===== config.mk =====
export PLATFORM = sky130hd
export DESIGN_NAME = sdram_cmd_arbiter
export DESIGN_NICKNAME = d
export VERILOG_FILES = /design/src/rtl/sdram_pkg.sv /design/src/rtl/sdram_rr_arbiter.sv /design/src/rtl/sdram_cmd_arbiter.sv
export SDC_FILE = /design/constraint.sdc
export NUM_CORES = 1
export LEC_CHECK = 0
export ABC_AREA = 1
export BUFFER_PORTS_ARGS = -buffer_cell sky130_fd_sc_hd__buf_2
export CAP_MARGIN = 10
export CORE_MARGIN = 1.5
export CORE_UTILIZATION = 39
export DETAILED_ROUTE_END_ITERATION = 8
export HOLD_SLACK_MARGIN = 0.03
export PLACE_DENSITY = 0.76
export SLEW_MARGIN = 20
export SYNTH_ARGS = -nofsm -noshare
export SYNTH_HDL_FRONTEND = slang
export SYNTH_SLANG_ARGS = --single-unit

===== constraint.sdc =====
create_clock -name sclk -period 1.8 [get_ports sclk]
set_input_delay 0.18 -clock sclk [delete_from_list [all_inputs] [get_ports sclk]]
set_output_delay 0.18 -clock sclk [all_outputs]
set_load 0.1 [all_outputs]

===== src/rtl/sdram_pkg.sv =====
// Shared SDRAM command encodings ({cs_n,ras_n,cas_n,we_n}) and the
// one-hot state encodings of the command arbiter FSM.
package sdram_pkg;

  localparam logic [3:0] CMD_NOP  = 4'b0111;
  localparam logic [3:0] CMD_PRE  = 4'b0010;
  localparam logic [3:0] CMD_AREF = 4'b0001;
  localparam logic [3:0] CMD_MRS  = 4'b0000;
  localparam logic [3:0] CMD_ACT  = 4'b0011;
  localparam logic [3:0] CMD_RD   = 4'b0101;
  localparam logic [3:0] CMD_WR   = 4'b0100;

  localparam logic [3:0] S_IDLE  = 4'b0001;
  localparam logic [3:0] S_ARBIT = 4'b0010;
  localparam logic [3:0] S_AREF  = 4'b0100;
  localparam logic [3:0] S_GRANT = 4'b1000;

endpackage


===== src/rtl/sdram_rr_arbiter.sv =====
// Combinational round-robin pick: first asserted request at or after ptr,
// wrapping modulo NCH.
//   req     : per-channel request vector
//   ptr     : channel with highest priority this cycle
//   gnt_oh  : one-hot winner (zero when no request)
//   gnt_idx : winner index (zero when no request)
//   gnt_vld : at least one request asserted
module sdram_rr_arbiter #(
  parameter int unsigned NCH = 2
) (
  input  logic [NCH-1:0]                       req,
  input  logic [((NCH > 1) ? $clog2(NCH) : 1)-1:0] ptr,
  output logic [NCH-1:0]                       gnt_oh,
  output logic [((NCH > 1) ? $clog2(NCH) : 1)-1:0] gnt_idx,
  output logic                                 gnt_vld
);

  localparam int unsigned IW = (NCH > 1) ? $clog2(NCH) : 1;

  int unsigned cand;

  // Scan channels in priority order starting at ptr; first hit wins.
  always_comb begin
    gnt_oh  = '0;
    gnt_idx = '0;
    gnt_vld = 1'b0;
    cand    = 0;
    for (int unsigned k = 0; k < NCH; k++) begin
      cand = (32'(ptr) + k) % NCH;
      if (!gnt_vld && ((req & (NCH'(1) << cand)) != '0)) begin
        gnt_vld = 1'b1;
        gnt_idx = IW'(cand);
        gnt_oh  = NCH'(1) << cand;
      end
    end
  end

endmodule


===== src/rtl/sdram_cmd_arbiter.sv =====
// SDRAM command/bus arbiter: multiplexes the init engine, the auto-refresh
// engine and NCH client engines onto registered SDRAM pin outputs.
//   sclk/srst           : clock, asynchronous active-high reset
//   init_*              : init engine handshake and command/address
//   aref_*              : refresh request/done, command/address, enable
//   cli_*               : per-client request/done/command/address/bank/data,
//                         one-hot enable, abort hint, broadcast read data
//   grant_id            : current/last granted client
//   sdram_*             : registered pin command/address/bank/DQ out/DQ oe
//   sdram_dq_in         : DQ pad input
//   err_timeout         : sticky grant watchdog error
module sdram_cmd_arbiter
  import sdram_pkg::*;
#(
  parameter int unsigned NCH     = 2,
  parameter int unsigned AW      = 12,
  parameter int unsigned BW      = 2,
  parameter int unsigned DW      = 16,
  parameter int unsigned TIMEOUT = 1023
) (
  input  logic                    sclk,
  input  logic                    srst,
  input  logic                    init_done,
  input  logic [3:0]              init_cmd,
  input  logic [AW-1:0]           init_addr,
  input  logic                    aref_ask,
  input  logic                    aref_end,
  input  logic [3:0]              aref_cmd,
  input  logic [AW-1:0]           aref_addr,
  output logic                    aref_en,
  input  logic [NCH-1:0]          cli_ask,
  input  logic [NCH-1:0]          cli_end,
  input  logic [4*NCH-1:0]        cli_cmd,
  input  logic [AW*NCH-1:0]       cli_addr,
  input  logic [BW*NCH-1:0]       cli_bank,
  input  logic [DW*NCH-1:0]       cli_wdata,
  input  logic [NCH-1:0]          cli_oe,
  output logic [NCH-1:0]          cli_en,
  output logic                    cli_abort,
  output logic [DW-1:0]           cli_rdata,
  output logic [((NCH > 1) ? $clog2(NCH) : 1)-1:0] grant_id,
  output logic [3:0]              sdram_cmd,
  output logic [AW-1:0]           sdram_addr,
  output logic [BW-1:0]           sdram_bank,
  output logic [DW-1:0]           sdram_dq_out,
  output logic                    sdram_dq_oe,
  input  logic [DW-1:0]           sdram_dq_in,
  output logic                    err_timeout
);

  localparam int unsigned IW = (NCH > 1) ? $clog2(NCH) : 1;
  localparam int unsigned WW = (TIMEOUT > 0) ? $clog2(TIMEOUT + 1) : 1;

  logic [3:0]     state, state_nx;
  logic [IW-1:0]  rr_ptr, arb_idx;
  logic [NCH-1:0] arb_oh, gnt_oh;
  logic           arb_vld, arb_take;
  logic [WW-1:0]  wd_cnt;
  logic           wd_hit, wd_fire;

  logic [3:0]     src_cmd;
  logic [AW-1:0]  src_addr;
  logic [BW-1:0]  src_bank;
  logic [DW-1:0]  src_dq;
  logic           src_oe;

  int unsigned    gsel;
  logic [3:0]     g_cmd;
  logic [AW-1:0]  g_addr;
  logic [BW-1:0]  g_bank;
  logic [DW-1:0]  g_dq;
  logic           g_end, g_oe;

  // Granted client's bus slice.
  assign gsel   = 32'(grant_id);
  assign g_cmd  = cli_cmd[gsel*4 +: 4];
  assign g_addr = cli_addr[gsel*AW +: AW];
  assign g_bank = cli_bank[gsel*BW +: BW];
  assign g_dq   = cli_wdata[gsel*DW +: DW];
  assign g_end  = |(cli_end & gnt_oh);
  assign g_oe   = |(cli_oe & gnt_oh);

  // Watchdog fires in the TIMEOUT-th grant cycle (counter starts at 0).
  assign wd_hit = (TIMEOUT != 0) && (wd_cnt == WW'(TIMEOUT - 1));

  sdram_rr_arbiter #(.NCH(NCH)) u_rr (
    .req     (cli_ask),
    .ptr     (rr_ptr),
    .gnt_oh  (arb_oh),
    .gnt_idx (arb_idx),
    .gnt_vld (arb_vld)
  );

  // State register.
  always_ff @(posedge sclk or posedge srst) begin
    if (srst) state <= S_IDLE;
    else      state <= state_nx;
  end

  // Next state, source select and enables.
  always_comb begin
    state_nx  = state;
    src_cmd   = CMD_NOP;
    src_addr  = '0;
    src_bank  = '0;
    src_dq    = '0;
    src_oe    = 1'b0;
    cli_en    = '0;
    cli_abort = 1'b0;
    aref_en   = 1'b0;
    arb_take  = 1'b0;
    wd_fire   = 1'b0;
    case (state)
      S_IDLE: begin
        src_cmd  = init_cmd;
        src_addr = init_addr;
        if (init_done) state_nx = S_ARBIT;
      end
      S_ARBIT: begin
        if (aref_ask) begin
          state_nx = S_AREF;
        end else if (arb_vld) begin
          state_nx = S_GRANT;
          arb_take = 1'b1;
        end
      end
      S_AREF: begin
        aref_en  = 1'b1;
        src_cmd  = aref_cmd;
        src_addr = aref_addr;
        if (aref_end) state_nx = S_ARBIT;
      end
      S_GRANT: begin
        cli_en    = aref_ask ? '0 : gnt_oh;
        cli_abort = aref_ask;
        src_cmd   = g_cmd;
        src_addr  = g_addr;
        src_bank  = g_bank;
        src_dq    = g_dq;
        src_oe    = g_oe;
        if (g_end) begin
          state_nx = S_ARBIT;
        end else if (wd_hit) begin
          // Stuck client: drop the bus without issuing its command.
          state_nx = S_ARBIT;
          src_cmd  = CMD_NOP;
          src_oe   = 1'b0;
          wd_fire  = 1'b1;
        end
      end
      default: state_nx = S_IDLE;
    endcase
  end

  // Pin registers, grant bookkeeping, watchdog and read-data capture.
  always_ff @(posedge sclk or posedge srst) begin
    if (srst) begin
      sdram_cmd    <= CMD_NOP;
      sdram_addr   <= '0;
      sdram_bank   <= '0;
      sdram_dq_out <= '0;
      sdram_dq_oe  <= 1'b0;
      cli_rdata    <= '0;
      grant_id     <= '0;
      gnt_oh       <= '0;
      rr_ptr       <= '0;
      wd_cnt       <= '0;
      err_timeout  <= 1'b0;
    end else begin
      sdram_cmd    <= src_cmd;
      sdram_addr   <= src_addr;
      sdram_bank   <= src_bank;
      sdram_dq_out <= src_dq;
      sdram_dq_oe  <= src_oe;
      cli_rdata    <= sdram_dq_in;
      if (arb_take) begin
        grant_id <= arb_idx;
        gnt_oh   <= arb_oh;
        rr_ptr   <= (arb_idx == IW'(NCH - 1)) ? '0 : arb_idx + IW'(1);
        wd_cnt   <= '0;
      end else if (state == S_GRANT && !wd_hit) begin
        wd_cnt <= wd_cnt + WW'(1);
      end
      if (wd_fire) err_timeout <= 1'b1;
    end
  end

endmodule


; ---- Yosys cells after proc, flatten, opt, wreduce, memory -nomap -nowiden
; Index checks and enable logic that the tools add are counted.
[op_classes]
add_sub_neg = 3
n_mul = 1
n_eq_ne = 9
n_shift = 6
mux = 35
bitwise_logic = 4
n_reduce_logical = 10
[op_table]
columns = cell, n
row1 = $pmux W12 S3, 1
row2 = $mux W4, 8
row3 = $shiftx A32 B6 Y16, 1
row4 = $shiftx A24 B6 Y12, 1
row5 = $mux W10, 2
row6 = $mux W1, 16
row7 = $mux W16, 1
row8 = $pmux W4 S4, 1
row9 = $pmux W4 S3, 1
row10 = $add A10 B1 Y10 const B, 1
row11 = $eq A10 B10 Y1 const B, 1
row12 = $mux W2, 5
row13 = $and A2 B2 Y2, 4
row14 = $shiftx A8 B4 Y4, 1
row15 = $ne A3 B3 Y1 const B, 2
row16 = $reduce_bool A2 Y1, 3
row17 = $eq A4 B1 Y1 const B, 1
row18 = $eq A4 B2 Y1 const B, 1
row19 = $eq A4 B3 Y1 const B, 1
row20 = $eq A4 B4 Y1 const B, 1
row21 = $ne A2 B2 Y1 const B, 2
row22 = $reduce_and A4 Y1, 1
row23 = $reduce_or A2 Y1, 2
row24 = $shiftx A4 B3 Y2, 1
row25 = other kinds (5), 9
[word_totals]
regBits = 70
input_bits = 127
output_inout_bits = 57
word_cells = 80

; ---- Longest topological paths before layout
[depth]
depth_word = 11
depth_mapped = 10
depth_no_buf = 10

; ---- Modules after synthesis
; From an unflattened synthesis, not the netlist that was laid out.
[unflattened]
hier_cells = 373
area_unflattened_um2 = 3189.3
[modules_own_cells]
columns = mod, n_inst, cells_each, area_each_um2, seq_area_each_um2
row1 = sdram_cmd_arbiter, 1, 366, 3155.5, 1756.7
row2 = sdram_rr_arbiter, 1, 7, 33.8, 0.0

; ---- Worst setup path before layout
; Ideal clock, no wire load.
[synth_timing]
path_kind = reg-to-output
start = register, netlist name grant_id
end = output port cli_en[1]
arrival_ps = 3657
slack_ps = -2037
stages_incl_launch_ff = 4
cell_sequence = dfrtp_1 -> clkinv_1 -> clkbuf_1 -> nor3_1
[synth_rtl]
columns = element, line
row1 = "end, declared", sdram_cmd_arbiter.sv:38  ; output logic [NCH-1:0] cli_en,

; ---- Final worst setup path
[layout_timing]
start = register state[1]
end = output port aref_en
[layout_between]
elab_chain_len = 2
[layout_rtl]
columns = element, line
row1 = "start, declared", sdram_cmd_arbiter.sv:54  ; logic [3:0] state, state_nx;
row2 = "start signal, assigned", sdram_cmd_arbiter.sv:97  ; else state <= state_nx;
row3 = $eq A4 B3 Y1, sdram_cmd_arbiter.sv:113  ; case (state)
row4 = $mux W1, sdram_cmd_arbiter.sv:113
row5 = "end, declared", sdram_cmd_arbiter.sv:30  ; output logic aref_en,
; No other way between the ends.

==> impl_metrics.env <==
export IMPL_grt_usage=0.2220
export IMPL_r2r_slack_ps=190
export IMPL_p_clk_frac=0.200
export IMPL_synth_area_leaders="dfrtp_1 52%, nand2_1 19%, nand3_1 5.4%"
export IMPL_synth_top_cell_area_share=0.5163
export IMPL_die_h_um=92.88
export IMPL_grt_max_degree=64
export IMPL_dp_hpwl_um=6770
export IMPL_required_ps=1620
export IMPL_intPower_mw=3.211
export IMPL_drtIter0Drc=154
export IMPL_wirelength_um=9365
export IMPL_finalSetupTns_ps=0
export IMPL_antenna_found_initial=0
export IMPL_mostFrequentLayoutCells="178 x buf_2, 162 x nand2_1, 63 x dfrtp_1"
export IMPL_postSynthRegisterBits=69
export IMPL_fin_worst_skew_ps=7.305
export IMPL_portBuffers=183
export IMPL_wl_per_cell_um=13.49
export IMPL_setup_worst_path_class="flop to primary output"
export IMPL_grt_pass1_wl_um=14840
export IMPL_min_to="state[0]$_DFFE_PP1P_"
export IMPL_status="finished clean"
export IMPL_fmaxAchievable_mhz=591.7
export IMPL_r2r_start="wd_cnt[0]$_DFFE_PP0P_"
export IMPL_vias_per_cell=4.728
export IMPL_synth_nets=511
export IMPL_tightest_slew_ps=522.0
export IMPL_synth_area_um2=3151
export IMPL_cts_buffer_depth=2
export IMPL_drive_above_1_share=0.3919
export IMPL_critPathLaunchType="flop"
export IMPL_rows=32
export IMPL_r2r_end="wd_cnt[8]$_DFFE_PP0P_"
export IMPL_hold_path_class="primary input to flop"
export IMPL_insertion_delay_ps=340
export IMPL_slew_headroom=0.6544
export IMPL_path_clk_slew_ps=80
export IMPL_cp_arrival_ps=1510
export IMPL_gp_congestion=0.8599
export IMPL_cp_max_fo=15
export IMPL_syn_area_per_cell_um2=8.247
export IMPL_core_um2=7767
export IMPL_start_util=0.4056
export IMPL_cp_end_kind="primary output"
export IMPL_synth_area_leader_cell="dfrtp_1"
export IMPL_overflow=0
export IMPL_p_comb_frac=0.488
export IMPL_power_leakage_nw=2.608
export IMPL_ys_types=32
export IMPL_hold_depth=3
export IMPL_vias=3281
export IMPL_dp_cells=659
export IMPL_drt_pass1_iterations=6
export IMPL_period_share=0.9389
export IMPL_syn_inst=382
export IMPL_p_sw_mw=3.364
export IMPL_htreeDepth=3
export IMPL_power_density_nw_per_um2=1397
export IMPL_final_util=0.6058
export IMPL_yosysSeqAreaShare=0.5496
export IMPL_min_period_ps=1690
export IMPL_antenna_left=0
export IMPL_clockRootBuffer="clkbuf_8"
export IMPL_vdd_ir_drop_worst_uv=660.9
export IMPL_placed_area_um2=4297
export IMPL_final_hold_violation_count=0
export IMPL_yosysWarnings=0
export IMPL_cts_tree="yes"
export IMPL_numCtsBuffers=9
export IMPL_grt_pass1_vias=3198
export IMPL_mostFrequentLayoutCell="buf_2"
export IMPL_fin_nets=716
export IMPL_holdWs_ps=59.72
export IMPL_hp_start="init_done"
export IMPL_antenna_cells=0
export IMPL_p_sw_frac=0.5117
export IMPL_syn2layout_area_growth_pct=49.36
export IMPL_final_cells=694
export IMPL_finalSetupViolCount=0
export IMPL_fin_area_um2=4706
export IMPL_die_area_um2=8627
export IMPL_route_detailed_drc=0
export IMPL_finalMaxSlewViolations=0
export IMPL_cts_sinks=69
export IMPL_pwr_share_seq=0.313
export IMPL_drv_cap=0
export IMPL_io_pins=184
export IMPL_die_x_um=92.88
export IMPL_worstRegToRegCells=9
==> state kept, by name, indices dropped and copies added, names as in the netlist <==
| signal | count |
|---|---|
| cli_rdata | 16 |
| sdram_bank | 2 |
| sdram_dq_oe | 1 |
| err_timeout | 1 |
| sdram_cmd | 4 |
| gnt_oh | 1 |
| sdram_addr | 12 |
| rr_ptr | 1 |
| wd_cnt | 10 |
| sdram_dq_out | 16 |
| state | 4 |
| grant_id | 1 |
==> per-layer routing <==
metal  GRT usage  vias up  wire length [um]
met5           0        -                 0
met4     0.05429        0                66
met1      0.2561     1519              3842
met2      0.4039      130              4852
li1            -     1623                 -
met3     0.06076        9               603
==> power by group through the flow <==
| stage | sequential (mW) | clock (mW) | combinational, mW |
|---|---|---|---|
| 6_report | 2.06 | 1.31 | 3.21 |
| 3_3_place_gp | 2.05 | 0 | 3.12 |
| 4_1_cts | 2.04 | 1.35 | 3.21 |
| 5_1_grt | 2.08 | 1.42 | 3.45 |
| 2_1_floorplan | 3.49 | 0 | 1.04 |
| 3_5_place_dp | 2.07 | 0 | 3.16 |
==> Yosys cell counts <==
master	n
xnor2_1	1
o21ai_0	4
dfrtp_1	65
xor2_1	5
clkbuf_1	3
nand2_2	1
o211ai_1	2
nand4_1	5
clkinv_1	1
buf_6	1
ha_1	2
clkinv_2	1
buf_1	5
a22o_1	1
nand3_4	1
a21oi_1	21
nor2_2	2
dfstp_2	4
nand3_2	1
nand2_1	163
buf_2	5
a21boi_0	1
nand2_4	3
o21bai_1	1
or2_2	2
nand3_1	34
nor2_4	1
nor2_1	17
nor3_1	4
or2_1	1
o21ai_1	4
inv_1	20
==> critical path, cell delays in order, from the launching register on <==
cell and delay [ps]:
dfrtp_1 440, nor2_4 170, nand2_2 120, inv_1 80, buf_6 170, buf_12 190
==> metrics by stage <==
step,power [mW],setup slack (ps)
after floorplan,4.532,-223.0
after global placement,5.178,262.8
after detailed placement,5.231,194.9
after CTS,6.592,0.2542
after global routing,6.955,-1.963
final,6.575,110.0
==> cell type report <==
class	instances	area, um^2
fillers	680	3062
flip-flops and latches	69	1734
multi-input cells	277	1308
repair buffers	208	1237
well taps	102	127.6
clock buffers	9	123.9
inverters	22	95.09
clock inverters	7	80.08
==> logic make-up after synthesis <==
kind of cell / share of synthesized area
buf+inv: 0.04765
flops: 0.5496
compound gates: 0.05838
simple gates: 0.3197
fa+ha+maj: 0.007942
xor+xnor: 0.01668
==> what timing repair did <==
action | 4_1_cts | 5_1_grt
cloned | 0 | 0
setup buffers | 2 | 0
hold endpoints to repair | 22 | 0
pin swaps | 1 | 0
hold buffers | 17 | 0
gates resized for setup | 1 | 5
setup endpoints to repair | 2 | 6
==> worst max path at each step <==
stage | from | end | depth (start not counted)
after floorplan | grant_id$_DFFE_PP0P_ | cli_en[1] | 3
after global placement | wd_cnt[0]$_DFFE_PP0P_ | err_timeout$_DFFE_PP0P_ | 7
after detailed placement | wd_cnt[0]$_DFFE_PP0P_ | sdram_cmd[2]$_DFF_PP1_ | 8
after CTS | grant_id$_DFFE_PP0P_ | cli_en[1] | 3
after global routing | state[2]$_DFFE_PP0P_ | aref_en | 6
final | state[1]$_DFFE_PP0P_ | aref_en | 5
Power figures use the tool's default switching activity.
